===== src/rtl/rv32v_vreg_readback_if.sv =====
// rv32v_vreg_readback_if -- request, register-file read and output stream
// bundle for the vector register readback block.
//   req_*  : request (valid/ready), base vreg, LMUL code, vl
//   rf_*   : synchronous element read port (data one cycle after rf_ren)
//   out_*  : element stream (valid/ready) with index and last flag
//   done/err : completion / rejection pulses
// Optional: out_sum exists only when RV32V_READBACK_CHECKSUM_EN is defined.
// modport slave = the readback block, modport master = its environment.
interface rv32v_vreg_readback_if #(
  parameter int VLENB  = 16,
  parameter int ELEM_W = 32
);
  localparam int EPR = VLENB * 8 / ELEM_W;
  localparam int EW  = (EPR > 1) ? $clog2(EPR) : 1;

  logic              req_valid;
  logic              req_ready;
  logic [4:0]        req_vreg;
  logic [1:0]        req_lmul;
  logic [7:0]        req_vl;
  logic              rf_ren;
  logic [4:0]        rf_sel;
  logic [EW-1:0]     rf_elem;
  logic [ELEM_W-1:0] rf_rdata;
  logic              out_valid;
  logic              out_ready;
  logic [ELEM_W-1:0] out_data;
  logic [7:0]        out_idx;
  logic              out_last;
  logic              done;
  logic              err;
`ifdef RV32V_READBACK_CHECKSUM_EN
  logic [ELEM_W-1:0] out_sum;
`endif

  modport slave (
`ifdef RV32V_READBACK_CHECKSUM_EN
    output out_sum,
`endif
    input  req_valid, req_vreg, req_lmul, req_vl, rf_rdata, out_ready,
    output req_ready, rf_ren, rf_sel, rf_elem,
    output out_valid, out_data, out_idx, out_last, done, err
  );

  modport master (
`ifdef RV32V_READBACK_CHECKSUM_EN
    input  out_sum,
`endif
    output req_valid, req_vreg, req_lmul, req_vl, rf_rdata, out_ready,
    input  req_ready, rf_ren, rf_sel, rf_elem,
    input  out_valid, out_data, out_idx, out_last, done, err
  );
endinterface


===== src/rtl/rv32v_vreg_readback.sv =====
// rv32v_vreg_readback -- drains one LMUL register group of the rv32v vector
// register file, one ELEM_W element per cycle, onto a valid/ready stream.
// Ports:
//   CLK   : clock, rising edge
//   nRST  : asynchronous active-low reset (aborts any request, no done)
//   bus   : rv32v_vreg_readback_if.slave (req_*, rf_*, out_*, done, err)
// Optional feature macro RV32V_READBACK_CHECKSUM_EN: adds bus.out_sum, the
// modulo-2^ELEM_W sum of every beat transferred for the current request.
module rv32v_vreg_readback #(
  parameter int VLENB     = 16,
  parameter int ELEM_W    = 32,
  parameter int OUT_DEPTH = 2
) (
  input logic                     CLK,
  input logic                     nRST,
  rv32v_vreg_readback_if.slave    bus
);
  localparam int EPR = VLENB * 8 / ELEM_W;
  localparam int EW  = (EPR > 1) ? $clog2(EPR) : 1;
  localparam int ESH = $clog2(EPR);
  localparam int PW  = (OUT_DEPTH > 1) ? $clog2(OUT_DEPTH) : 1;
  localparam int CW  = $clog2(OUT_DEPTH + 1);

  localparam logic [1:0] S_IDLE  = 2'd0;
  localparam logic [1:0] S_CHECK = 2'd1;
  localparam logic [1:0] S_ISSUE = 2'd2;
  localparam logic [1:0] S_DRAIN = 2'd3;

  typedef struct packed {
    logic [ELEM_W-1:0] data;
    logic [7:0]        idx;
    logic              last;
  } beat_t;

  logic [1:0]    r_state;
  logic [4:0]    r_vreg;
  logic [3:0]    r_g;
  logic [7:0]    r_n;
  logic [7:0]    r_k;
  logic          r_rd_vld;
  logic [7:0]    r_rd_idx;
  logic          r_rd_last;
  beat_t         r_buf [OUT_DEPTH];
  logic [PW-1:0] r_wptr;
  logic [PW-1:0] r_rptr;
  logic [CW-1:0] r_cnt;
  logic          r_done;
  logic          r_err;

  logic [3:0]  w_g;
  logic [15:0] w_cap;
  logic [7:0]  w_vl_lim;
  logic        w_bad;
  logic        w_pop;
  logic        w_push;
  logic [CW:0] w_used;
  logic        w_ren;
  logic        w_k_last;
  logic        w_accept;
  beat_t       w_head;

  function automatic logic [PW-1:0] ptr_inc(input logic [PW-1:0] p);
    return (p == PW'(OUT_DEPTH - 1)) ? '0 : p + PW'(1);
  endfunction

  assign w_g      = 4'd1 << bus.req_lmul;
  assign w_cap    = 16'(EPR) << bus.req_lmul;
  // When vl exceeds the group capacity the capacity is at most 255, so the
  // truncation is exact.
  assign w_vl_lim = ({8'd0, bus.req_vl} < w_cap) ? bus.req_vl : w_cap[7:0];
  assign w_accept = (r_state == S_IDLE) && bus.req_valid;

  // Group must be aligned to its size and fit inside v0..v31.
  assign w_bad = ((r_vreg & (5'(r_g) - 5'd1)) != 5'd0) ||
                 (({1'b0, r_vreg} + {2'b00, r_g}) > 6'd32);

  assign w_head = r_buf[r_rptr];
  assign w_pop  = (r_cnt != '0) && bus.out_ready;
  assign w_push = r_rd_vld;

  // Credit counts the beat leaving this cycle, otherwise a depth-2 buffer
  // would only sustain one element every other cycle.
  assign w_used   = {1'b0, r_cnt} + {{CW{1'b0}}, r_rd_vld} - {{CW{1'b0}}, w_pop};
  assign w_ren    = (r_state == S_ISSUE) && (w_used < (CW+1)'(OUT_DEPTH));
  assign w_k_last = (r_k == r_n - 8'd1);

  assign bus.req_ready = (r_state == S_IDLE);
  assign bus.rf_ren    = w_ren;
  assign bus.rf_sel    = r_vreg + 5'(r_k >> ESH);
  assign bus.rf_elem   = EW'(r_k & 8'(EPR - 1));
  assign bus.out_valid = (r_cnt != '0);
  assign bus.out_data  = w_head.data;
  assign bus.out_idx   = w_head.idx;
  assign bus.out_last  = w_head.last;
  assign bus.done      = r_done;
  assign bus.err       = r_err;

  always_ff @(posedge CLK or negedge nRST) begin
    if (!nRST) begin
      r_state <= S_IDLE;
      r_vreg  <= '0;
      r_g     <= 4'd1;
      r_n     <= '0;
      r_k     <= '0;
      r_done  <= 1'b0;
      r_err   <= 1'b0;
    end else begin
      r_done <= 1'b0;
      r_err  <= 1'b0;
      case (r_state)
        S_IDLE: if (bus.req_valid) begin
          r_vreg  <= bus.req_vreg;
          r_g     <= w_g;
          r_n     <= w_vl_lim;
          r_k     <= '0;
          r_state <= S_CHECK;
        end
        S_CHECK: begin
          if (w_bad) begin
            r_done  <= 1'b1;
            r_err   <= 1'b1;
            r_state <= S_IDLE;
          end else if (r_n == 8'd0) begin
            r_done  <= 1'b1;
            r_state <= S_IDLE;
          end else begin
            r_state <= S_ISSUE;
          end
        end
        S_ISSUE: if (w_ren) begin
          r_k <= r_k + 8'd1;
          if (w_k_last) r_state <= S_DRAIN;
        end
        S_DRAIN: if (w_pop && w_head.last) begin
          r_done  <= 1'b1;
          r_state <= S_IDLE;
        end
        default: r_state <= S_IDLE;
      endcase
    end
  end

  // Read-return tag: rides alongside the one-cycle register-file latency.
  always_ff @(posedge CLK or negedge nRST) begin
    if (!nRST) begin
      r_rd_vld  <= 1'b0;
      r_rd_idx  <= '0;
      r_rd_last <= 1'b0;
    end else begin
      r_rd_vld  <= w_ren;
      r_rd_idx  <= r_k;
      r_rd_last <= w_k_last;
    end
  end

  always_ff @(posedge CLK or negedge nRST) begin
    if (!nRST) begin
      for (int i = 0; i < OUT_DEPTH; i++) r_buf[i] <= '0;
      r_wptr <= '0;
      r_rptr <= '0;
      r_cnt  <= '0;
    end else begin
      if (w_push) begin
        r_buf[r_wptr] <= '{data: bus.rf_rdata, idx: r_rd_idx, last: r_rd_last};
        r_wptr        <= ptr_inc(r_wptr);
      end
      if (w_pop) r_rptr <= ptr_inc(r_rptr);
      r_cnt <= r_cnt + CW'(w_push) - CW'(w_pop);
    end
  end

`ifdef RV32V_READBACK_CHECKSUM_EN
  logic [ELEM_W-1:0] r_sum;

  always_ff @(posedge CLK or negedge nRST) begin
    if (!nRST)         r_sum <= '0;
    else if (w_accept) r_sum <= '0;
    else if (w_pop)    r_sum <= r_sum + w_head.data;
  end

  assign bus.out_sum = r_sum;
`endif

endmodule


===== src/flat_wrapper.sv =====
// flat-port wrapper written by rule: the top's interface ports become plain ports
module rv32v_vreg_readback_flat 
#(
  parameter int VLENB     = 16,
  parameter int ELEM_W    = 32,
  parameter int OUT_DEPTH = 2
)
  (CLK, nRST, bus_req_valid, bus_req_vreg, bus_req_lmul, bus_req_vl, bus_rf_rdata, bus_out_ready, bus_req_ready, bus_rf_ren, bus_rf_sel, bus_rf_elem, bus_out_valid, bus_out_data, bus_out_idx, bus_out_last, bus_done, bus_err);
  rv32v_vreg_readback_if #(.VLENB(VLENB), .ELEM_W(ELEM_W)) bus_i ();
  input logic CLK;
  input logic nRST;
  input wire logic [$bits(bus_i.req_valid)-1:0] bus_req_valid;
  input wire logic [$bits(bus_i.req_vreg)-1:0] bus_req_vreg;
  input wire logic [$bits(bus_i.req_lmul)-1:0] bus_req_lmul;
  input wire logic [$bits(bus_i.req_vl)-1:0] bus_req_vl;
  input wire logic [$bits(bus_i.rf_rdata)-1:0] bus_rf_rdata;
  input wire logic [$bits(bus_i.out_ready)-1:0] bus_out_ready;
  output wire logic [$bits(bus_i.req_ready)-1:0] bus_req_ready;
  output wire logic [$bits(bus_i.rf_ren)-1:0] bus_rf_ren;
  output wire logic [$bits(bus_i.rf_sel)-1:0] bus_rf_sel;
  output wire logic [$bits(bus_i.rf_elem)-1:0] bus_rf_elem;
  output wire logic [$bits(bus_i.out_valid)-1:0] bus_out_valid;
  output wire logic [$bits(bus_i.out_data)-1:0] bus_out_data;
  output wire logic [$bits(bus_i.out_idx)-1:0] bus_out_idx;
  output wire logic [$bits(bus_i.out_last)-1:0] bus_out_last;
  output wire logic [$bits(bus_i.done)-1:0] bus_done;
  output wire logic [$bits(bus_i.err)-1:0] bus_err;
  assign bus_i.req_valid = bus_req_valid;
  assign bus_i.req_vreg = bus_req_vreg;
  assign bus_i.req_lmul = bus_req_lmul;
  assign bus_i.req_vl = bus_req_vl;
  assign bus_i.rf_rdata = bus_rf_rdata;
  assign bus_i.out_ready = bus_out_ready;
  assign bus_req_ready = bus_i.req_ready;
  assign bus_rf_ren = bus_i.rf_ren;
  assign bus_rf_sel = bus_i.rf_sel;
  assign bus_rf_elem = bus_i.rf_elem;
  assign bus_out_valid = bus_i.out_valid;
  assign bus_out_data = bus_i.out_data;
  assign bus_out_idx = bus_i.out_idx;
  assign bus_out_last = bus_i.out_last;
  assign bus_done = bus_i.done;
  assign bus_err = bus_i.err;
  rv32v_vreg_readback #(.VLENB(VLENB), .ELEM_W(ELEM_W), .OUT_DEPTH(OUT_DEPTH)) u_core (.CLK(CLK), .nRST(nRST), .bus(bus_i));
endmodule

===== config.mk =====
export PLATFORM = sky130hd
export DESIGN_NAME = rv32v_vreg_readback_flat
export DESIGN_NICKNAME = d
export VERILOG_FILES = /design/src/rtl/rv32v_vreg_readback_if.sv /design/src/rtl/rv32v_vreg_readback.sv /design/src/flat_wrapper.sv
export SDC_FILE = /design/constraint.sdc
export NUM_CORES = 1
export LEC_CHECK = 0
export BUFFER_PORTS_ARGS = -buffer_cell sky130_fd_sc_hd__buf_2
export CAP_MARGIN = 20
export CORE_UTILIZATION = 56
export DETAILED_ROUTE_END_ITERATION = 6
export GPL_TIMING_DRIVEN = 0
export HOLD_SLACK_MARGIN = 0.03
export PLACE_DENSITY = 0.8
export RECOVER_POWER = 50
export SYNTH_ARGS = -nofsm -noshare
export SYNTH_HDL_FRONTEND = slang
export SYNTH_SLANG_ARGS = --single-unit

===== constraint.sdc =====
create_clock -name CLK -period 3.66 [get_ports CLK]
set_clock_uncertainty 0.15 [all_clocks]
set_input_delay 0.732 -clock CLK [delete_from_list [all_inputs] [get_ports CLK]]
set_output_delay 0.732 -clock CLK [all_outputs]
set_load 0.01 [all_outputs]

* Word-level counts from Yosys, hierarchy flattened
Cells that the tools add are included.
W data, S select, Z words.
** Word-level totals
- Flip-flop bits (word level) :: 125
- Bits of input ports :: 51
- Output and inout bits :: 53
- Logic and storage cells :: 87
** Operators by class
- Add/subtract/negate cells :: 11
- Order comparisons :: 6
- Equal/unequal tests :: 8
- Shift-type cells :: 2
- Muxes and demuxes :: 25
- Bitwise logic cells :: 3
- Reduce and logical (&&, ||, !) cells :: 13
** Operators with widths (number)
- $mux W41 :: 4
- $bwmux W82 :: 1
- $demux W41 S1 :: 1
- $mux W8 :: 3
- $lt A8 B16 Y1 :: 1
- $pmux W8 S2 :: 1
- $shl A3 B2 Y16 const A :: 1
- $mux W2 :: 6
- $add A8 B1 Y8 const B :: 1
- $eq A8 B8 Y1 :: 1
- $logic_not A8 Y1 :: 1
- $pmux W2 S4 :: 1
- $sub A8 B1 Y8 const B :: 1
- $mux W1 :: 7
- $add A5 B4 Y6 :: 1
- $gt A6 B6 Y1 const B :: 1
- $ne A2 B1 Y1 const B :: 3
- $add A5 B5 Y5 :: 1
- $and A5 B5 Y5 :: 1
- $reduce_bool A5 Y1 :: 1
- $sub A4 B1 Y5 const B :: 1
- $eq A2 B2 Y1 const B :: 2
- $ge A2 B2 Y1 const B :: 2
- $logic_and A1 B1 Y1 :: 4
- other kinds (18) :: 21

* Depth between registers and ports, before layout
- Depth in word-level cells :: 7
- Gate-level depth with buffers :: 11
- Mapped depth without buffers :: 11

* Worst setup path after synthesis
No wires, ideal clock.
- Path kind :: input to output
- Start point :: in bus_out_ready
- End point :: out bus_rf_ren
- Arrival :: 2258 ps
- Required time :: 2778 ps
- Path slack :: 520 ps
- Stages on the path :: 8
- Path buffers :: 0
- Path through :: o21a_1 > ha_1 > inv_1 > ha_1 > fa_1 > nor2_1 > nand3_1 > inv_1
** Between the ends
- Longest elaborated chain between the ends :: 4
** RTL lines
- start: declaration :: RTL line flat_wrapper.sv:17 : input wire logic [$bits(bus_i.out_ready)-1:0] bus_out_ready;
- $logic_and A1 B1 Y1 :: RTL line rv32v_vreg_readback.sv:78 : assign w_pop = (r_cnt != '0) && bus.out_ready;
- $sub A3 B1 Y3 :: RTL line rv32v_vreg_readback.sv:83 : assign w_used = {1'b0, r_cnt} + {{CW{1'b0}}, r_rd_vld} - {{CW{1'b0}}, w_pop};
- named net u_core.w_used[1] :: RTL line rv32v_vreg_readback.sv:56 : logic [CW:0] w_used;
- $lt A3 B2 Y1 :: RTL line rv32v_vreg_readback.sv:84 : assign w_ren = (r_state == S_ISSUE) && (w_used < (CW+1)'(OUT_DEPTH));
- $logic_and A1 B1 Y1 :: RTL line rv32v_vreg_readback.sv:84
- end: declaration :: RTL line flat_wrapper.sv:19 : output wire logic [$bits(bus_i.rf_ren)-1:0] bus_rf_ren;
The timed path passes the listed nets, and every way through them passes these cells.

* Worst setup path after layout
- Start point :: reg u_core.r_cnt[1]
- End point :: out bus_rf_ren
** Between the ends
- Longest elaborated chain between the ends :: 5
- Elaborated cells on any way between the ends :: 6
- Classes of those cells :: add/sub: 2; order compare: 1; reduce/logical: 3
** RTL lines
- start: declaration :: RTL line rv32v_vreg_readback.sv:46 : logic [CW-1:0] r_cnt;
- start signal: assignment :: RTL line rv32v_vreg_readback.sv:168 : r_cnt <= r_cnt + CW'(w_push) - CW'(w_pop);
- $reduce_bool A2 Y1 :: RTL line rv32v_vreg_readback.sv:78
- $logic_and A1 B1 Y1 :: RTL line rv32v_vreg_readback.sv:78
- named net u_core.w_pop :: RTL line rv32v_vreg_readback.sv:54 : logic w_pop;
- $sub A3 B1 Y3 :: RTL line rv32v_vreg_readback.sv:83
- named net u_core.w_used[1] :: RTL line rv32v_vreg_readback.sv:56
- $lt A3 B2 Y1 :: RTL line rv32v_vreg_readback.sv:84
- $logic_and A1 B1 Y1 :: RTL line rv32v_vreg_readback.sv:84
The timed path passes the listed nets, and every way through them passes these cells.

==> impl_results.md <==
* Worst-case reg-to-reg path depth at 11
* PortBufs at about 100
* Clk_lat worst skew at 510 ps
* Die Y at 105 um
* Clock buffer depth at 2
* Final min period at 3590 ps
* DR pass1 iterations at 4
* Post-Syn Area at just under 6000 um^2
* Num CTS Buffers at 17
* Filler Cells Inserted at 723
* Diode count at 0
* CP startpoint kind: flop
* Critical Setup Path Class: reg -> out
* Register bit total from synthesis at roughly 130
* Final WL at 12500 um
* Pwr/cell area at about 820 nW/um^2
* Cells after synthesis at 463
* Via count at 4076
* Outcome: finished clean
* Number of global-route vias before repair at 4405
* Fmax achieved at roughly 0.28 GHz
* Final setup fails at 0
* TritonCTS clock tree: built
* Hold Crit Class: in -> reg
* Tot GR Track Use at 24.4%
* DRC marker count from the first detailed-route iteration at 206
* Post-route antenna net violation count at 0
* Tcrit/Tclk final at between 90% and 100%
* Worst vdd ir at 404 uV
* Core area at around 10000 um^2
* H-tree lvl count at 4
* Nets at 662
* Register area share after synthesis at a little over half
* Final Hold Fails at 0
* DR WL/cell at 16.9 um
* DIE WIDTH at around 100 um
* Pins over their slew limit at 0
* Area of the die at between 10000 and 15000 um^2
* Clk sink count at 125
* R2r endpoint: u_core.r_k[5]
* Max transition margin at 22.8%
* Critical Path AT at between 2000 and 3000 ps
* Residual DRC at 0
* First-pass GRT wire length at 20900 um
* Critical path required time at about 2800 ps
* Hold endpoint: u_core.r_vreg[4]
* Hold Crit Depth at 3
* Largest net degree at the start of global routing at 108
* Ys Warns at 0
* Pin slew with the least headroom to its limit at 1160 ps
* Share of cells above drive strength 1 at between 40% and 50%
* Layout area overhead at 22.2%
* Top Ports at between 100 and 150
* Critical Path Sink Type: output port
* Starting Density at between 50% and 60%
* Cell Count, Final, Fillers Out at 738
* Post-synth cell types at 47
* Clock transition at the registers of the reported paths at 60 ps
* Initial antenna violation count at 0
* Post-synth net total at 536
* Max cap viols at 0
* Total grt overflow at 0
* HPWL Detailed at 8770 um
* Static leakage at around 3.5 nW
* R2r startpoint: u_core.r_cnt[1]
* Crit-path max FO at 7
* Syn_area_per_cell at 12.8 um^2
* Vias per cell at 5.52
* Hold Crit Start: bus_req_vreg[4]
* Root Driver: clkbuf_8
* Final RePlAce weighted congestion at 0.796
* Fin Setup TNS at 0 ps
* Reg2reg setup slack at 730 ps
* Row count at 37
* Placed cell count at 703
[state kept, by name, indices dropped and copies added (netlist names), named ones only]
signal / flops
u_core.r_rd_last: 1
u_core.bus.done: 1
u_core.r_n: 8
u_core.r_k: 8
u_core.r_rptr: 1
u_core.r_g: 4
u_core.r_rd_idx: 8
u_core.r_buf: 82
u_core.r_cnt: 2
u_core.r_wptr: 1
u_core.r_state: 1
u_core.r_vreg: 5
u_core.bus.err: 1
u_core.r_rd_vld: 1
[routing by layer]
| layer | share of wire (%) | wire length (um) | global-route usage (%) |
|---|---|---|---|
| met1 | 42 | 5270 | 29.3 |
| met2 | 53 | 6620 | 42.9 |
| met3 | 3.8 | 479 | 5.55 |
| met4 | 1.1 | 138 | 8.65 |
| met5 | 0 | 0 | 0 |
[worst max-delay path: stages, from the launching register on]
cell and delay, ps:
dfrtp_1 400, o21a_2 270, ha_1 300, inv_1 50, ha_1 190, fa_1 500, nor2_2 130, nand3_2 120
inv_4 110, buf_2 130
[cell families after synthesis]
group	share of synthesized area [%]
buf+inv	2.80
fa+ha+maj	5.02
flops	52.7
simple gates	7.44
compound gates	5.10
xor+xnor	3.54
mux	23.3
[Yosys cell counts, drive strengths merged]
library cell,n,area [um^2]
nor2,12,45.0
a21o,2,15.0
xnor2,12,105
a211oi,3,22.5
dfrtp,124,3100
o311a,1,10.0
nor3,6,41.3
o21bai,1,7.51
a221o,5,50.1
mux2,123,1390
a31oi,5,31.3
and2,3,18.8
and4,1,8.76
dfstp,1,26.3
a311oi,1,8.76
buf,14,76.3
a41o,1,10.0
o2111ai,1,8.76
nand3b,1,7.51
nor2b,1,6.26
nand4,4,25.0
xor2,12,105
o21ai,8,40.0
and3,4,25.0
inv,17,63.8
nand2,32,123
fa,3,60.1
clkbuf,7,26.3
or2,4,25.0
ha,19,238
a21oi,10,50.1
a221oi,1,8.76
nand3,7,35.0
nor4,2,12.5
nor3b,2,15.0
and4b,1,10.0
nand2b,7,43.8
o21a,3,22.5
a22o,2,17.5
[repair_timing]
action                                  in CTS  in global routing
hold buffers                                 1                  0
endpoints found under the hold margin       17                  0
pin swaps                                    1                  1
resized for setup                            3                  2
setup buffers                                1                  1
endpoints found under the setup margin       1                  1
[through the flow]
step | utilization [%] | setup slack (ps) | power, W | hold WS [ps] | area [um^2]
after floorplan | - | 520 | 0.00359 | 228 | 5930
after global placement | 64.4 | 72.8 | 0.00419 | 263 | 6620
after detailed placement | 64.7 | 21.7 | 0.00432 | 260 | 6650
after CTS | 70.6 | 55.5 | 0.00600 | 247 | 7250
after global routing | 70.5 | -37.5 | 0.00630 | 265 | 7250
final | 70.5 | 74.6 | 0.00598 | 259 | 7250
[power breakdown]
group          leakage (nW)  switching [W]  total, W  internal (W)
clock                 0.277       0.000625   0.00161      0.000981
combinational          1.69        0.00103   0.00221       0.00118
sequential             1.55       0.000281   0.00216       0.00188
total                  3.52        0.00193   0.00598       0.00404
[worst max-delay path by stage]
| stage | startpoint | endpoint | slack, ps | cells past startpoint |
|---|---|---|---|---|
| after floorplan | bus_out_ready | bus_rf_ren | 520 | 8 |
| final | u_core.r_cnt[1] | bus_rf_ren | 70 | 9 |
| after global routing | u_core.r_cnt[1] | bus_rf_ren | -40 | 9 |
| after global placement | bus_out_ready | bus_rf_ren | 70 | 10 |
| after CTS | u_core.r_cnt[1] | bus_rf_ren | 60 | 9 |
| after detailed placement | bus_out_ready | bus_rf_ren | 20 | 10 |
[area by class of cell]
| class | instances | area, um^2 | share of cell area (%) |
|---|---|---|---|
| buffer | 21 | 93.8 | 1.29 |
| clock buffer | 18 | 418 | 5.76 |
| clock inverter | 14 | 159 | 2.19 |
| inverter | 17 | 66.3 | 0.915 |
| multi-input combinational | 300 | 2650 | 36.5 |
| sequential | 125 | 3130 | 43.2 |
| tap | 136 | 170 | 2.35 |
| timing repair buffer | 107 | 567 | 7.82 |
[cell usage in the layout, fill, tap and decap left out, types with 2 or more instances in the layout]
cell type,count
a211oi_1,3
a21o_1,2
a21oi_1,10
a221o_1,5
a22o_1,2
a31oi_1,5
and2_1,2
and3_1,4
buf_1,4
buf_2,108
buf_4,4
bufinv_16,2
clkbuf_1,11
clkbuf_16,16
clkinv_4,4
clkinvlp_4,2
dfrtp_1,124
fa_1,3
ha_1,19
inv_1,16
inv_6,5
mux2_2,123
nand2_1,31
nand2b_1,7
nand3_1,6
nand4_1,4
nor2_1,11
nor3_1,5
nor3b_1,2
nor4_1,2
o21a_1,2
o21ai_0,7
or2_2,2
xnor2_1,12
xor2_1,12
Note: power is estimated with default switching activity, not from simulation.
